[src/rtl/goomba_ctrl.sv]
// Enemy controller: four goomba slots sharing one patrol/collision engine,
// scanned one slot per cycle on every game tick.
module goomba_ctrl #(
  parameter int TICK_DIV     = 2000000,
  parameter int PATROL_LEN   = 100,
  parameter int SQUASH_TICKS = 5,
  parameter int HIT_W        = 12,
  parameter int SPAWN_X0     = 112,
  parameter int SPAWN_X1     = 300,
  parameter int SPAWN_X2     = 520,
  parameter int SPAWN_X3     = 700,
  parameter int SPAWN_Y      = 366
) (
  input  logic       sys_clk,
  input  logic       RST,
  input  logic [9:0] char_X,
  input  logic [9:0] char_Y,
  input  logic       char_falling,
  input  logic [9:0] bg_pos,
  input  logic [1:0] rd_slot,
  output logic [9:0] rd_x,
  output logic [9:0] rd_y,
  output logic       rd_en,
  output logic       rd_squash,
  output logic       death,
  output logic       stomp,
  output logic [1:0] stomp_slot,
  output logic [2:0] alive_cnt
);
  localparam int TW = (TICK_DIV > 1) ? $clog2(TICK_DIV) : 1;
  localparam int LW = (PATROL_LEN > 1) ? $clog2(PATROL_LEN) : 1;
  localparam int SW = (SQUASH_TICKS > 1) ? $clog2(SQUASH_TICKS) : 1;
  localparam logic [3:0][9:0] SPAWN_X = {10'(SPAWN_X3), 10'(SPAWN_X2),
                                         10'(SPAWN_X1), 10'(SPAWN_X0)};
  localparam logic [10:0] GY = 11'(SPAWN_Y);

  typedef enum logic [2:0] {IDLE, S0, S1, S2, S3, REPORT} scan_t;
  typedef enum logic [1:0] {ALIVE, SQUASH, DEAD} slot_st_t;
  typedef struct packed {
    slot_st_t        st;
    logic [9:0]      x;
    logic            dir;   // 1 = right
    logic [LW-1:0]   leg;
    logic [SW-1:0]   sq;
  } slot_t;

  scan_t             state, state_nxt;
  slot_t [3:0]       slots;
  slot_t             s, s_nxt;
  logic [TW-1:0]     tick_cnt;
  logic              tick_wrap, in_slot, stomp_hit, side_hit;
  logic [1:0]        cur;
  logic [9:0]        gx;
  logic [10:0]       dx, adx, cy16;
  logic              xhit, stomp_n, side_n, hit_stomp, hit_side;
  logic [2:0]        alive_now;

  assign tick_wrap = (tick_cnt == TW'(TICK_DIV - 1));
  assign in_slot   = (state == S0) || (state == S1) || (state == S2) || (state == S3);
  assign cur       = 2'(state - S0);

  // Shared engine: post-step position and contact classification for slot cur
  always_comb begin
    s    = slots[cur];
    gx   = s.dir ? s.x + 10'd1 : s.x - 10'd1;
    dx   = {1'b0, char_X} - {1'b0, gx};
    adx  = dx[10] ? (~dx + 11'd1) : dx;
    xhit = adx < 11'(HIT_W);
    cy16 = {1'b0, char_Y} + 11'd16;
    stomp_n = xhit && char_falling && (cy16 >= GY) && (cy16 <= GY + 11'd4);
    side_n  = xhit && !stomp_n && (cy16 > GY + 11'd4) && ({1'b0, char_Y} < GY + 11'd16);
    hit_stomp = in_slot && (s.st == ALIVE) && stomp_n;
    hit_side  = in_slot && (s.st == ALIVE) && side_n;

    s_nxt = s;
    case (s.st)
      ALIVE: begin
        s_nxt.x = gx;
        if (s.leg == LW'(PATROL_LEN - 1)) begin
          s_nxt.leg = '0;
          s_nxt.dir = ~s.dir;
        end else begin
          s_nxt.leg = s.leg + 1'b1;
        end
        if (stomp_n) begin
          s_nxt.st = SQUASH;
          s_nxt.sq = '0;
        end
      end
      SQUASH: begin
        if (s.sq == SW'(SQUASH_TICKS - 1)) s_nxt.st = DEAD;
        else                               s_nxt.sq = s.sq + 1'b1;
      end
      default: ;
    endcase
  end

  always_comb begin
    alive_now = '0;
    for (int i = 0; i < 4; i++) alive_now = alive_now + 3'(slots[i].st == ALIVE);
  end

  always_ff @(posedge sys_clk) begin
    if (RST) state <= IDLE;
    else     state <= state_nxt;
  end

  // A tick arriving mid-scan is dropped: only IDLE looks at it
  always_comb begin
    state_nxt = IDLE;
    case (state)
      IDLE:    state_nxt = tick_wrap ? S0 : IDLE;
      S0:      state_nxt = S1;
      S1:      state_nxt = S2;
      S2:      state_nxt = S3;
      S3:      state_nxt = REPORT;
      default: state_nxt = IDLE;
    endcase
  end

  always_comb begin
    stomp = (state == REPORT) && stomp_hit;
    death = (state == REPORT) && side_hit && !stomp_hit;
  end

  always_ff @(posedge sys_clk) begin
    if (RST) begin
      for (int i = 0; i < 4; i++) begin
        slots[i].st  <= ALIVE;
        slots[i].x   <= SPAWN_X[i];
        slots[i].dir <= 1'b0;
        slots[i].leg <= '0;
        slots[i].sq  <= '0;
      end
      tick_cnt   <= '0;
      stomp_hit  <= 1'b0;
      side_hit   <= 1'b0;
      stomp_slot <= 2'd0;
      alive_cnt  <= 3'd4;
    end else begin
      tick_cnt <= tick_wrap ? '0 : tick_cnt + 1'b1;
      if (in_slot) begin
        slots[cur] <= s_nxt;
        // ascending scan order: the first stomp of the scan is the lowest slot
        if (hit_stomp && !stomp_hit) stomp_slot <= cur;
        if (hit_stomp) stomp_hit <= 1'b1;
        if (hit_side)  side_hit  <= 1'b1;
      end
      if (state == REPORT) begin
        alive_cnt <= alive_now;
        stomp_hit <= 1'b0;
        side_hit  <= 1'b0;
      end
    end
  end

  assign rd_x      = slots[rd_slot].x - bg_pos;
  assign rd_y      = 10'(SPAWN_Y);
  assign rd_en     = slots[rd_slot].st != DEAD;
  assign rd_squash = slots[rd_slot].st == SQUASH;
endmodule

[config.mk]
export PLATFORM = sky130hd
export DESIGN_NAME = goomba_ctrl
export DESIGN_NICKNAME = d
export VERILOG_FILES = /design/src/rtl/goomba_ctrl.sv
export SDC_FILE = /design/constraint.sdc
export NUM_CORES = 1
export LEC_CHECK = 0
export CORE_UTILIZATION = 59
export DETAILED_ROUTE_END_ITERATION = 8
export PLACE_DENSITY = 0.8
export SLEW_MARGIN = 20
export SYNTH_ARGS = -nofsm -noshare
export SYNTH_HDL_FRONTEND = slang
export SYNTH_SLANG_ARGS = --single-unit
[constraint.sdc]
create_clock -name sys_clk -period 8.9 [get_ports sys_clk]
set_input_delay 2.225 -clock sys_clk [delete_from_list [all_inputs] [get_ports sys_clk]]
set_output_delay 2.225 -clock sys_clk [all_outputs]
set_load 0.005 [all_outputs]
# Yosys cells after proc, flatten, opt, wreduce, memory -nomap -nowiden
# Cells that the tools add are included.
[word_totals]
ff_bits = 123
input_bits = 35
[op_classes]
n_addsub = 13
n_lt_le_gt_ge = 8
n_eq_ne = 11
n_mux = 20
bitwise = 2
reduce_logical = 30
[op_table]
columns = ["cell", "n"]
rows = [
  ["23-bit binary-select mux with 2-bit select", 2],
  ["92-bit bitwise mux", 1],
  ["23-bit two-way mux", 3],
  ["23-bit demux with 2-bit select", 1],
  ["21-bit by 1-bit adder with 21-bit output (second input constant)", 1],
  ["21-bit == test (second input constant)", 1],
  ["18-bit two-way mux", 1],
  ["3-bit one-hot mux with 5 select lines", 1],
  ["1-bit logical AND", 14],
  ["10-bit by 5-bit adder with 11-bit output (second input constant)", 1],
  ["11-bit by 1-bit adder with 11-bit output (second input constant)", 1],
  ["11-bit by 9-bit greater-or-equal comparator with 1-bit output (second input constant)", 1],
  ["11-bit by 9-bit greater-than comparator with 1-bit output (second input constant)", 1],
  ["11-bit by 9-bit <= comparator with 1-bit output (second input constant)", 1],
  ["11-bit by 4-bit less-than comparator with 1-bit output (second input constant)", 1],
  ["11-bit two-way mux", 1],
  ["11-bit inverter", 1],
  ["10-bit by 10-bit subtractor with 11-bit output", 1],
  ["10-bit by 1-bit adder with 10-bit output (second input constant)", 1],
  ["2-bit zero test", 5],
  ["10-bit by 9-bit less-than comparator with 1-bit output (second input constant)", 1],
  ["10-bit two-way mux", 1],
  ["10-bit by 1-bit subtractor with 10-bit output (second input constant)", 1],
  ["10-bit subtractor", 1],
  ["26 further kinds", 40],
]

# Depth between registers and ports, before layout
# Gate-level depths: netlist (run 1).
[depth]
depth_word = 19
mapped_depth = 26

# Worst setup path after synthesis (run 1)
# Ideal clock, no wire load.
[synth_timing]
path_kind = "reg-to-reg"
from = "reg state[0]"
to = "reg stomp_slot[0]"
setup_time_ns = 0.091
arrival_ns = 7.137
required_ns = 8.809
slack_ns = 1.672
stages_incl_launch_ff = 25
n_path_buf = 6
period_less_slack_ns = 7.228
path_cell_list = "dfxtp_1 > buf_4 > buf_1 > buf_1 > inv_1 > ha_1 > buf_6 > clkbuf_1 > clkbuf_1 > mux4_2 > ha_1 > nand3b_1 > o221ai_2 > xnor2_1 > ha_1 > and2_1 > or3_1 > maj3_1 > maj3_2 > a2111oi_1 > nor4_1 > a31oi_1 > o211ai_2 > o41a_1 > a311oi_1"
[synth_between]
elab_chain_cells = 16
word_cells_on_any_way = 26
cone_classes = "5 x add/sub; 1 x order compare; 4 x eq/ne; 4 x mux; 1 x bitwise; 11 x reduce/logical"
[synth_rtl]
columns = ["item", "line", "text"]
rows = [
  ["from (decl)", "47", "scan_t state, state_nxt;"],
  ["from (signal assigned)", "105", "else state <= state_nxt;"],
  ["2-bit by 1-bit subtractor with 2-bit output *", "60", "assign cur = 2'(state - S0);"],
  ["via cur[0]", "52", "logic [1:0] cur;"],
  ["23-bit binary-select mux with 2-bit select", "64", "s = slots[cur];"],
  ["23-bit two-way mux (not written as such)", "64", ""],
  ["10-bit by 1-bit subtractor with 10-bit output / 10-bit by 1-bit adder with 10-bit output (equally long branches)", "65", "gx = s.dir ? s.x + 10'd1 : s.x - 10'd1;"],
  ["10-bit two-way mux", "65", ""],
  ["10-bit by 10-bit subtractor with 11-bit output", "66", "dx = {1'b0, char_X} - {1'b0, gx};"],
  ["11-bit inverter", "67", "adx = dx[10] ? (~dx + 11'd1) : dx;"],
  ["11-bit by 1-bit adder with 11-bit output", "67", ""],
  ["11-bit two-way mux", "67", ""],
  ["11-bit by 4-bit less-than comparator with 1-bit output", "68", "xhit = adx < 11'(HIT_W);"],
  ["1-bit logical AND (3 in series)", "70", "stomp_n = xhit && char_falling && (cy16 >= GY) && (cy16 <= GY + 11'd4);"],
  ["1-bit logical AND", "72", "hit_stomp = in_slot && (s.st == ALIVE) && stomp_n;"],
  ["1-bit logical AND", "145", "if (hit_stomp && !stomp_hit) stomp_slot <= cur;"],
  ["2-bit AND reduction (no line)", "-", ""],
  ["to (signal assigned)", "145", ""],
  ["to (decl)", "27", "output logic [1:0] stomp_slot,"],
]
# The timed path passes the listed nets; every way through them passes the cells marked *. The select of a mux whose other input is x is not followed.
# A chain may end at the register's enable or synchronous reset.

# Worst setup path after layout (run 1)
[layout_timing]
from = "in rd_slot[0]"
to = "out rd_x[9]"
[layout_between]
elab_chain_cells = 3
[layout_rtl]
columns = ["item", "line", "text"]
rows = [
  ["from (decl)", "20", "input logic [1:0] rd_slot,"],
  ["23-bit binary-select mux with 2-bit select", "157", "assign rd_x = slots[rd_slot].x - bg_pos;"],
  ["23-bit two-way mux", "-", ""],
  ["10-bit subtractor", "157", ""],
  ["to (decl)", "21", "output logic [9:0] rd_x,"],
]
# Every way passes these cells. The select of a mux whose other input is x is not followed.

==> impl_metrics.csv, run 1 <==
group,metric,value,unit
outcome,status,"completed",
synthesis,synth_warnings,0,
worst_setup_path,path_class,"primary input to output pin",
worst_setup_path,max_stage_delay,640,ps
routing,via_per_inst,6.236,
clock_network,postCtsResizedCells,0,
synthesis,synth-xor-area-share,0.05737,
grt,grt_pass1_wl,31350,µm
placed_design,port_buffers,53,
floorplanning,pin_count,64,
grt,antenna_found_initial,0,
synthesis,synth_edf_count,0,
finish,register_area,2464,µm²
synthesis,synth_mux_area_frac,0.1087,
synthesis,synth_compound_area_frac,0.2064,
synthesis,synthSimpleGateAreaFrac,0.1826,
clock_network,cts_tree,"built",
placed_design,place.gp.congestion,0.8618,
grt,grt_overflow,0,
worst_setup_path,start_kind,"primary input",
worst_setup_path,cpMaxStageDelayCell,"clkdlybuf4s50_1",
finish,fill_cells,998,
finish,fin_area,8917,µm²
power_and_ir_drop,leakagePower,3.215,nW
synthesis,postSynth.asyncResetShare,0,
synthesis,synth_top_family_by_area,"compound AO/OA/AOI/OAI gates",
timing,skew,8.167,ps
routing,ant_nets,0,
synthesis,synth-seq-area-share,0.3189,
clock_network,root_buffer,"clkbuf_16",
grt,grt_max_degree,105,
synthesis,synthFlopType,"dfxtp_1",
timing,timing.fmax,0.1238,GHz
job,cap_viol_max_count,0,
finish,areaGrowthSynthToFinish,15.49,%
timing,slew_violations,0,
floorplanning,die_area,13550,µm²
placed_design,hpwl,13300,µm
clock_network,cts_max_path_buffers,2,
power_and_ir_drop,ir_drop,0.2043,mV
worst_setup_path,cp.required,6680,ps
routing,firstDrtPassIters,6,
worst_setup_path,worstSetupEndpointType,"output pin",
timing,hold_viol,0,
timing,tightestPinTransition,1050,ps
finish,post-route-util,0.7038,
finish,drive_gt1_frac,0.1050,
routing,via_count,6772,
timing,min_period_over_period,0.9078,
synthesis,syn-mean-instance-area,8.865,µm²
timing,setup_tns,0,ps
worst_setup_path,crit_chain,"clkdlybuf4s50_1, buf_4, mux4_2, inv_1, ha_1, nor2b_1, o21ai_0, a21boi_0, o21ai_0, nand2b_1, a21oi_1, nor2_1, o21ai_0, nand2b_1, a21oi_1, xnor2_1, clkdlybuf4s50_1",
placed_design,dp_slack,795.3,ps
synthesis,netlist_area,7721,µm²
grt,grt_pass1_vias,6701,
synthesis,synth_area_leaders,"dfxtp_1 (32%), mux4_2 (9.9%), nor2_1 (6.4%), ha_1 (5.7%), a211oi_1 (4.7%)",
finish,fin_nets,975,
finish,multi_input_area,4873,µm²
placed_design,dpl_cell_area,8277,µm²
synthesis,synthAdderAreaFrac,0.07114,
timing,rsz0062_at_grt,"no",
timing,setup_ws,820.9,ps
worst_setup_path,crit_arrival,5850,ps
worst_setup_path,path_max_fanout,9,
synthesis,yosysTopAreaCell,"dfxtp_1",
clock_network,post-cts-setup-buffer-count,0,
floorplanning,chipHeight,116.4,µm
clock_network,hold_buffers,0,
synthesis,syn_inst,871,
finish,layout_common_cells,"nor2_1 (132), dfxtp_1 (122), nand2_1 (56)",
routing,drt_iter0_drc,734,
power_and_ir_drop,p_per_area,159.0,nW/µm²
floorplanning,die_w,116.4,µm
finish,layout_commonest_cell,"nor2_1",
clock_network,cts.clk_slew.worst_paths,50,ps
finish,antenna-diode-count,0,
synthesis,yosys_register_bits,123,
routing,route.detailed.drc,0,
synthesis,yosysTopAreaCellShare,0.3189,
floorplanning,start_util,0.6094,
routing,wire_per_inst,17.64,µm
timing,timing.slew.headroom,0.3000,
routing,routed_wl,19160,µm
grt,globalRouteTotalUtil,0.3023,
clock_network,clock-sinks,123,
timing,fin_crit,8079,ps
floorplanning,core,12670,µm²
min_path,hold_path.class,"register to register",
clock_network,worstSkewPairLatency,420,ps
synthesis,synth_cell_type_count,77,
timing,setup_violations,0,
clock_network,cts-htree-levels,4,
worst_setup_path,path_common_cell,"o21ai_0",
clock_network,numCtsBuffers,17,
floorplanning,rows,41,
-- state kept, by name, summed over array words and instances (netlist names) --
name,cells
stomp_slot,2
slots,92
alive_cnt,3
side_hit,1
state,3
stomp_hit,1
tick_cnt,21
-- area by class of cell --
type,count,area share
repair buffers,61,0.06567
multi-input cells,661,0.5465
well taps,172,0.02413
flip-flops and latches,123,0.2763
clock inverters,12,0.02063
clock buffers,20,0.05121
inverters,37,0.01557
-- layer usage --
layer | GRT usage | part of all wire
met3 | 0.07058 | 0.060
met2 | 0.5254 | 0.51
met1 | 0.3490 | 0.40
met5 | 0 | 0
met4 | 0.1504 | 0.033
-- path summary, 6_finish.rpt --
kind | from | depth (start not counted) | slack [ps] | endpoint
max | rd_slot[0] | 17 | 820 | rd_x[9]
min | slots[31] | 2 | 460 | slots[31]
max reg2reg | state[1] | 19 | 2140 | slots[70]
min reg2reg | slots[31] | 2 | 460 | slots[31]
-- logic make-up after synthesis --
group,Yosys count
AND/OR/NAND/NOR,299
AO/OA/AOI/OAI,220
flip-flops,123
buffers and inverters,95
XOR/XNOR,49
adder cells (fa/ha/maj),42
multiplexers,41
other,2
-- cell usage after synthesis (3+ instances only) --
library cell	instances
a31oi_1	9
nand4_1	4
a211o_1	19
inv_1	37
clkbuf_1	37
or3_1	8
nor2_1	132
buf_4	11
fa_1	4
a21o_1	7
nor4_1	5
xor2_1	22
nand3_1	19
nand3b_1	6
o21bai_1	6
a211oi_1	48
nor4b_1	3
o31ai_1	3
o211ai_1	3
and2_1	7
nand2_1	56
mux2i_1	6
o21a_1	7
dfxtp_1	123
or2_2	7
nor3b_1	6
a311oi_1	11
xnor2_1	26
buf_1	6
o21ai_0	26
nor2b_1	7
mux4_2	34
a21oi_1	47
and3_1	11
ha_1	35
nand2b_1	9
nor3_1	9
-- worst max-delay path: cells and delay by family --
kind	cells	cell delay, ps
buf+inv	4	1500
compound gates	6	970
mux	1	520
simple gates	4	310
fa+ha+maj	1	180
xor+xnor	1	130
-- where the power goes --
part	switching [mW]	total [mW]	internal (mW)
Clock	0.258	0.744	0.486
Sequential	0.00118	0.553	0.552
Combinational	0.0573	0.121	0.0636
-- through the flow --
stage,cells,hold WS [ps],power (mW)
2_1_floorplan,879,429.7,0.6396
3_3_place_gp,1054,439.8,0.6807
3_5_place_dp,1054,447.0,0.6856
4_1_cts,1086,453.6,1.423
5_1_grt,1086,474.1,1.466
6_report,1086,455.6,1.418
No activity file was read; power rests on OpenSTA's default activity.
==> run 2: changes to the inputs <==
- ABC_AREA: not set -> 1
- CORE_UTILIZATION: 59 -> 60
- CTS_CLUSTER_SIZE: not set -> 10
- PLACE_DENSITY: 0.8 -> 0.81
==> run 2 against run 1 <==
Power decreased by 3.5%; die area increased by 4.3%; sequential power about the same; count of clock-buffer cells in the layout is 1 lower; largest cell class unchanged; register-to-register slack improved by 520 ps; cell area is 4.6% higher; sequential share of layout area down 1.2 points; via count increased by 22%.
==> impl_metrics.csv, run 2 <==
group,metric,value,unit
routing,routed_wl,20780,µm
clock_network,root_buffer,"clkbuf_16",
timing,tightestPinTransition,982.5,ps
grt,globalRouteTotalUtil,0.3002,
routing,wire_per_inst,13.77,µm
timing,timing.slew.headroom,0.3409,
placed_design,hpwl,14180,µm
clock_network,post-cts-setup-buffer-count,0,
finish,fin_area,9330,µm²
synthesis,synth-seq-area-share,0.3004,
synthesis,yosysTopAreaCellShare,0.3004,
finish,layout_common_cells,"nand2_1 (225), inv_1 (198), nor2_1 (177)",
outcome,status,"completed",
timing,timing.fmax,0.1260,GHz
timing,fin_crit,7938,ps
timing,hold_viol,0,
finish,fill_cells,1118,
synthesis,syn_inst,1294,
worst_setup_path,crit_arrival,5710,ps
clock_network,numCtsBuffers,17,
worst_setup_path,cp.required,6680,ps
finish,antenna-diode-count,0,
worst_setup_path,reg2reg_to,"slots[46]",
grt,grt_pass1_wl,34380,µm
routing,met1_length,9138,µm
worst_setup_path,crit_start,"rd_slot[0]",
synthesis,synthTopCellsByCount,"nand2_1 (225), inv_1 (198), nor2_1 (177)",
finish,areaGrowthSynthToFinish,13.81,%
routing,firstDrtPassIters,8,
synthesis,postSynth.asyncResetShare,0,
routing,top_layer_used,"met4",
placed_design,dpl_cell_area,8747,µm²
finish,registers.top_by_ff_count,"slots",
synthesis,yosysMostFrequentCell,"nand2_1",
finish,post-route-util,0.7018,
worst_setup_path,worstSetupEndpointType,"output pin",
worst_setup_path,path_class,"primary input to output pin",
timing,slew_violations,0,
clock_network,cts-htree-levels,4,
clock_network,hold_buffers,0,
worst_setup_path,start_kind,"primary input",
routing,via_per_inst,5.487,
grt,grt_pass1_vias,7438,
grt,grt_max_degree,76,
routing,ant_nets,0,
clock_network,cts_max_path_buffers,2,
routing,drt_iter0_drc,676,
timing,setup_violations,0,
clock_network,cts.clk_slew.worst_paths,60,ps
floorplanning,chipHeight,118.9,µm
clock_network,worstSkewPairLatency,420,ps
synthesis,netlist_area,8198,µm²
power_and_ir_drop,p_total,1.369,mW
power_and_ir_drop,leakagePower,4.306,nW
synthesis,yosys_register_bits,123,
clock_network,clock-sinks,123,
synthesis,synth_edf_count,0,
floorplanning,start_util,0.6166,
placed_design,place.gp.congestion,0.8490,
timing,rsz0062_at_grt,"no",
finish,largest_register_ffs,92,
worst_setup_path,crit_path_end,"rd_x[9]",
floorplanning,pin_count,64,
routing,route.detailed.drc,0,
synthesis,synthFlopType,"dfxtp_1",
synthesis,syn-mean-instance-area,6.335,µm²
finish,fin_nets,1394,
finish,drive_gt1_frac,0.05551,
synthesis,synth_cell_type_count,44,
timing,min_period_over_period,0.8919,
worst_setup_path,rr_worst_depth,32,
worst_setup_path,ff2ff_setup_slack,2660,ps
finish,layout_commonest_cell,"nand2_1",
placed_design,port_buffers,53,
synthesis,synth_area_leaders,"dfxtp_1 (30%), nand2_1 (10%), inv_1 (9.1%), o21ai_0 (8.9%), nor2_1 (8.1%)",
grt,antenna_found_initial,0,
floorplanning,rows,42,
routing,via_count,8280,
timing,setup_tns,0,ps
finish,reg_top3,"slots (92), tick_cnt (21)",
routing,wl_met2,9485,µm
timing,skew,7.381,ps
power_and_ir_drop,ir_drop,0.1272,mV
floorplanning,die_area,14130,µm²
clock_network,cts_tree,"built",
floorplanning,core,13300,µm²
floorplanning,die_w,118.9,µm
synthesis,yosysTopAreaCell,"dfxtp_1",
worst_setup_path,path_max_fanout,25,
synthesis,synth_warnings,0,
routing,wl_met3,1792,µm
power_and_ir_drop,p_per_area,146.7,nW/µm²
worst_setup_path,r2r_start,"state[0]",
min_path,hold_path.class,"register to register",
clock_network,postCtsResizedCells,0,
grt,grt_overflow,0,
job,cap_viol_max_count,0,
run 2: cell count changes after synthesis, moves of 34 or more:
cell	change
a21oi_1	+70
nor2_1	+45
nand3_1	+47
inv_1	+161
nand2_1	+169
a211oi_1	-46
mux4_2	-34
o21ai_0	+119
run 2: stage by stage:
step	hold slack (ps)	cells	setup WS (ps)
3_5_place_dp	456.7	1477	983.2
3_3_place_gp	445.7	1477	1020
4_1_cts	466.2	1509	967.2
6_report	460.3	1509	961.9
2_1_floorplan	429.5	1302	2248
5_1_grt	492.2	1509	622.1
run 2: report_power, final:
| part | leakage, nW | switching, mW | total [mW] | internal [mW] |
|---|---|---|---|---|
| clock | 0.274 | 0.272 | 0.677 | 0.405 |
| combinational | 3.04 | 0.0737 | 0.139 | 0.0655 |
| sequential | 0.992 | 0.000900 | 0.553 | 0.552 |
| total | 4.31 | 0.347 | 1.37 | 1.02 |
run 2: how the worst min path moves through the flow:
stage                      from     endpoint  slack [ps]  cells past startpoint
global placement    tick_cnt[0]  tick_cnt[0]         450                      1
global route        tick_cnt[3]  tick_cnt[3]         490                      2
floorplan           tick_cnt[0]  tick_cnt[0]         430                      1
detailed placement  tick_cnt[3]  tick_cnt[3]         460                      2
CTS                 tick_cnt[3]  tick_cnt[3]         470                      2
finish                 side_hit     side_hit         460                      2
run 2: layout make-up:
cell class | instances | area (µm²) | area share
multi-input cells | 914 | 4727 | 0.5066
flip-flops and latches | 123 | 2464 | 0.2640
inverters | 206 | 773.2 | 0.08288
repair buffers | 58 | 563.0 | 0.06035
clock buffers | 19 | 452.9 | 0.04854
well taps | 176 | 220.2 | 0.02360
clock inverters | 13 | 130.1 | 0.01395
run 2: layer usage:
metal	vias up	global-route usage
li1	4215	-
met1	3687	0.3910
met2	344	0.5033
met3	34	0.05747
met4	0	0.08861
met5	-	0
run 2: cell families (layout without fill, tap and decap cells):
kind of cell	Yosys count	after routing	synth area share
AO/OA/AOI/OAI	303	303	0.1955
XOR/XNOR	23	23	0.02457
adder cells (fa/ha/maj)	39	39	0.06319
buffers and inverters	265	296	0.1267
flip-flops	123	123	0.3004
multiplexers	1	1	0.001221
other	2	10	0.0009161
AND/OR/NAND/NOR	538	538	0.2875
run 2: critical path, cell delays in order:
cell and delay, ps:
clkdlybuf4s50_1 410, buf_4 210, inv_1 440, a21oi_1 140
o21ai_0 90, o21ai_0 110, ha_1 340, nand2_1 90
nor2_1 40, a211oi_1 260, o21ai_0 180, a21oi_1 160
o21bai_1 110, nand2_1 70, a21oi_1 60, nor2_1 110
xor2_1 150, clkdlybuf4s50_1 520
==> run 3: changes to the inputs <==
- CORE_ASPECT_RATIO: not set -> 1.75
- CORE_UTILIZATION: 60 -> 49
- PLACE_DENSITY: 0.81 -> 0.68
==> run 3 against run 2 <==
Fmax is 0.55% lower; clock skew grew 3.1 ps; count of clock-buffer cells in the layout up 2; flip-flop and latch count did not move; first-iteration DRC count decreased by 34%; utilization shrank 13 points; sequential share of layout area fell by 0.18 points; setup slack worse by 44 ps; critical path depth decreased by 1; cell area grew 0.67%.
==> impl_metrics.csv, run 3 (synthesis results as in run 2) <==
group,metric,value,unit
power_and_ir_drop,p_int,1.007,mW
worst_setup_path,ff2ff_setup_slack,3090,ps
worst_setup_path,cp.required,6680,ps
worst_setup_path,path_max_fanout,25,
finish,layout_common_cells,"nand2_1 (225), inv_1 (198), nor2_1 (177)",
floorplanning,die_w,99.78,µm
worst_setup_path,rr_worst_depth,33,
routing,via_count,8250,
routing,routed_wl,22990,µm
routing,ant_nets,0,
finish,reg_top3,"slots (92), tick_cnt (21)",
clock_network,cts_max_path_buffers,2,
grt,grt_pass1_vias,7780,
floorplanning,start_util,0.5008,
routing,firstDrtPassIters,6,
placed_design,place.gp.congestion,0.8545,
worst_setup_path,worstSetupEndpointType,"output pin",
routing,drt_iter0_drc,448,
min_path,min_to,"tick_cnt[3]",
grt,grt_max_degree,76,
finish,antenna-diode-count,0,
grt,grt_pass1_wl,36760,µm
placed_design,hpwl,16290,µm
outcome,status,"completed",
floorplanning,core,16370,µm²
clock_network,cts.clk_slew.worst_paths,50,ps
clock_network,hold_buffers,0,
timing,setup_violations,0,
grt,globalRouteTotalUtil,0.2722,
worst_setup_path,start_kind,"primary input",
min_path,hold_depth,2,
timing,skew,10.46,ps
timing,slew_violations,0,
clock_network,numCtsBuffers,17,
power_and_ir_drop,leakagePower,4.314,nW
grt,grt_use_met2,0.5170,
min_path,hold_path.class,"register to register",
finish,registers.top_by_ff_count,"slots",
power_and_ir_drop,p_total,1.342,mW
clock_network,clock-sinks,123,
timing,tightestPinTransition,1012,ps
power_and_ir_drop,ir_drop,0.1403,mV
finish,fin_nets,1399,
placed_design,port_buffers,53,
power_and_ir_drop,p_clk_frac,0.482,
finish,post-route-util,0.5738,
clock_network,root_buffer,"clkbuf_16",
min_path,hp-start,"tick_cnt[3]",
finish,areaGrowthSynthToFinish,14.58,%
grt,gr-usage-met1,0.2683,
worst_setup_path,crit_arrival,5760,ps
floorplanning,chipHeight,173.1,µm
grt,grt_overflow,0,
routing,via_per_inst,5.282,
job,cap_viol_max_count,0,
timing,fin_crit,7982,ps
floorplanning,die_area,17270,µm²
timing,timing.fmax,0.1253,GHz
routing,route.detailed.drc,0,
worst_setup_path,reg2reg_to,"slots[0]",
finish,drive_gt1_frac,0.05680,
grt,gr-usage-met3,0.03597,
clock_network,postCtsResizedCells,0,
grt,antenna_found_initial,0,
clock_network,post-cts-setup-buffer-count,0,
power_and_ir_drop,p_sw_frac,0.2501,
finish,largest_register_ffs,92,
power_and_ir_drop,power_frac_comb,0.106,
timing,setup_tns,0,ps
power_and_ir_drop,netSwitchingPower,335.7,µW
timing,min_period_over_period,0.8969,
timing,rsz0062_at_grt,"no",
power_and_ir_drop,p_per_area,142.9,nW/µm²
clock_network,cts-htree-levels,4,
routing,wire_per_inst,14.72,µm
clock_network,cts_tree,"built",
timing,hold_slack,463.5,ps
grt,busiest_layer,"met2",
worst_setup_path,path_class,"primary input to output pin",
timing,timing.slew.headroom,0.3239,
floorplanning,pin_count,64,
timing,hold_viol,0,
worst_setup_path,r2r_start,"state[0]",
floorplanning,rows,62,
power_and_ir_drop,p_seq_frac,0.412,
clock_network,worstSkewPairLatency,420,ps
finish,fill_cells,1617,
finish,layout_commonest_cell,"nand2_1",
## run 3: cell count changes in the layout (fill, tap and decap cells not counted)
cell,change
buf_4,+5
clkbuf_1,+3
clkbuf_8,-1
clkinv_2,+4
clkinv_4,+1
inv_6,-7
## run 3: how the worst max path moves through the flow
stage          startpoint       to  slack (ps)  cells past startpoint
6_report       rd_slot[0]  rd_x[9]         920                     17
5_1_grt        rd_slot[0]  rd_x[9]         520                     17
4_1_cts        rd_slot[0]  rd_x[9]         920                     17
3_5_place_dp   rd_slot[0]  rd_x[9]         920                     17
3_3_place_gp   rd_slot[0]  rd_x[9]        1020                     17
2_1_floorplan  rd_slot[1]  rd_x[9]        2250                     16
## run 3: area by class of cell
class	instances	area, µm²	area share
Multi-Input combinational cell	914	4727	0.5033
Sequential cell	123	2464	0.2623
Inverter	206	773.2	0.08232
Timing Repair Buffer	63	600.6	0.06394
Clock buffer	21	450.4	0.04796
Tap cell	224	280.3	0.02984
Clock inverter	11	97.59	0.01039
## run 3: critical path, stage by stage
cell	delay, ps
clkdlybuf4s50_1	520
inv_1	530
a21oi_1	130
o21ai_0	80
o21ai_0	130
ha_1	350
nand2_1	90
nor2_1	40
a211oi_1	300
o21ai_0	190
a21oi_1	170
o21bai_1	100
nand2_1	70
a21oi_1	60
nor2_1	110
xor2_1	140
clkdlybuf4s50_1	510
## run 3: per-layer routing
metal,up-vias,wire length [µm],part of all wire
li1,4232,-,-
met1,3740,8702,0.38
met2,210,12180,0.53
met3,68,765,0.033
met4,0,1340,0.058
met5,-,0,0
## run 3: stage by stage
stage               instance area [µm²]  setup slack, ps  instances
floorplan                          8228             2248       1302
global placement                   8845             1023       1530
detailed placement                 8845            923.6       1530
CTS                                9393            919.4       1562
global route                       9393            516.8       1562
finish                             9393            917.8       1562
## run 3: power groups by stage
| stage | Sequential (mW) | Combinational, mW | Clock, mW |
|---|---|---|---|
| finish | 0.553 | 0.142 | 0.647 |
| global placement | 0.565 | 0.140 | 0 |
| detailed placement | 0.565 | 0.142 | 0 |
| CTS | 0.553 | 0.143 | 0.655 |
| floorplan | 0.565 | 0.0858 | 0 |
| global route | 0.553 | 0.159 | 0.677 |
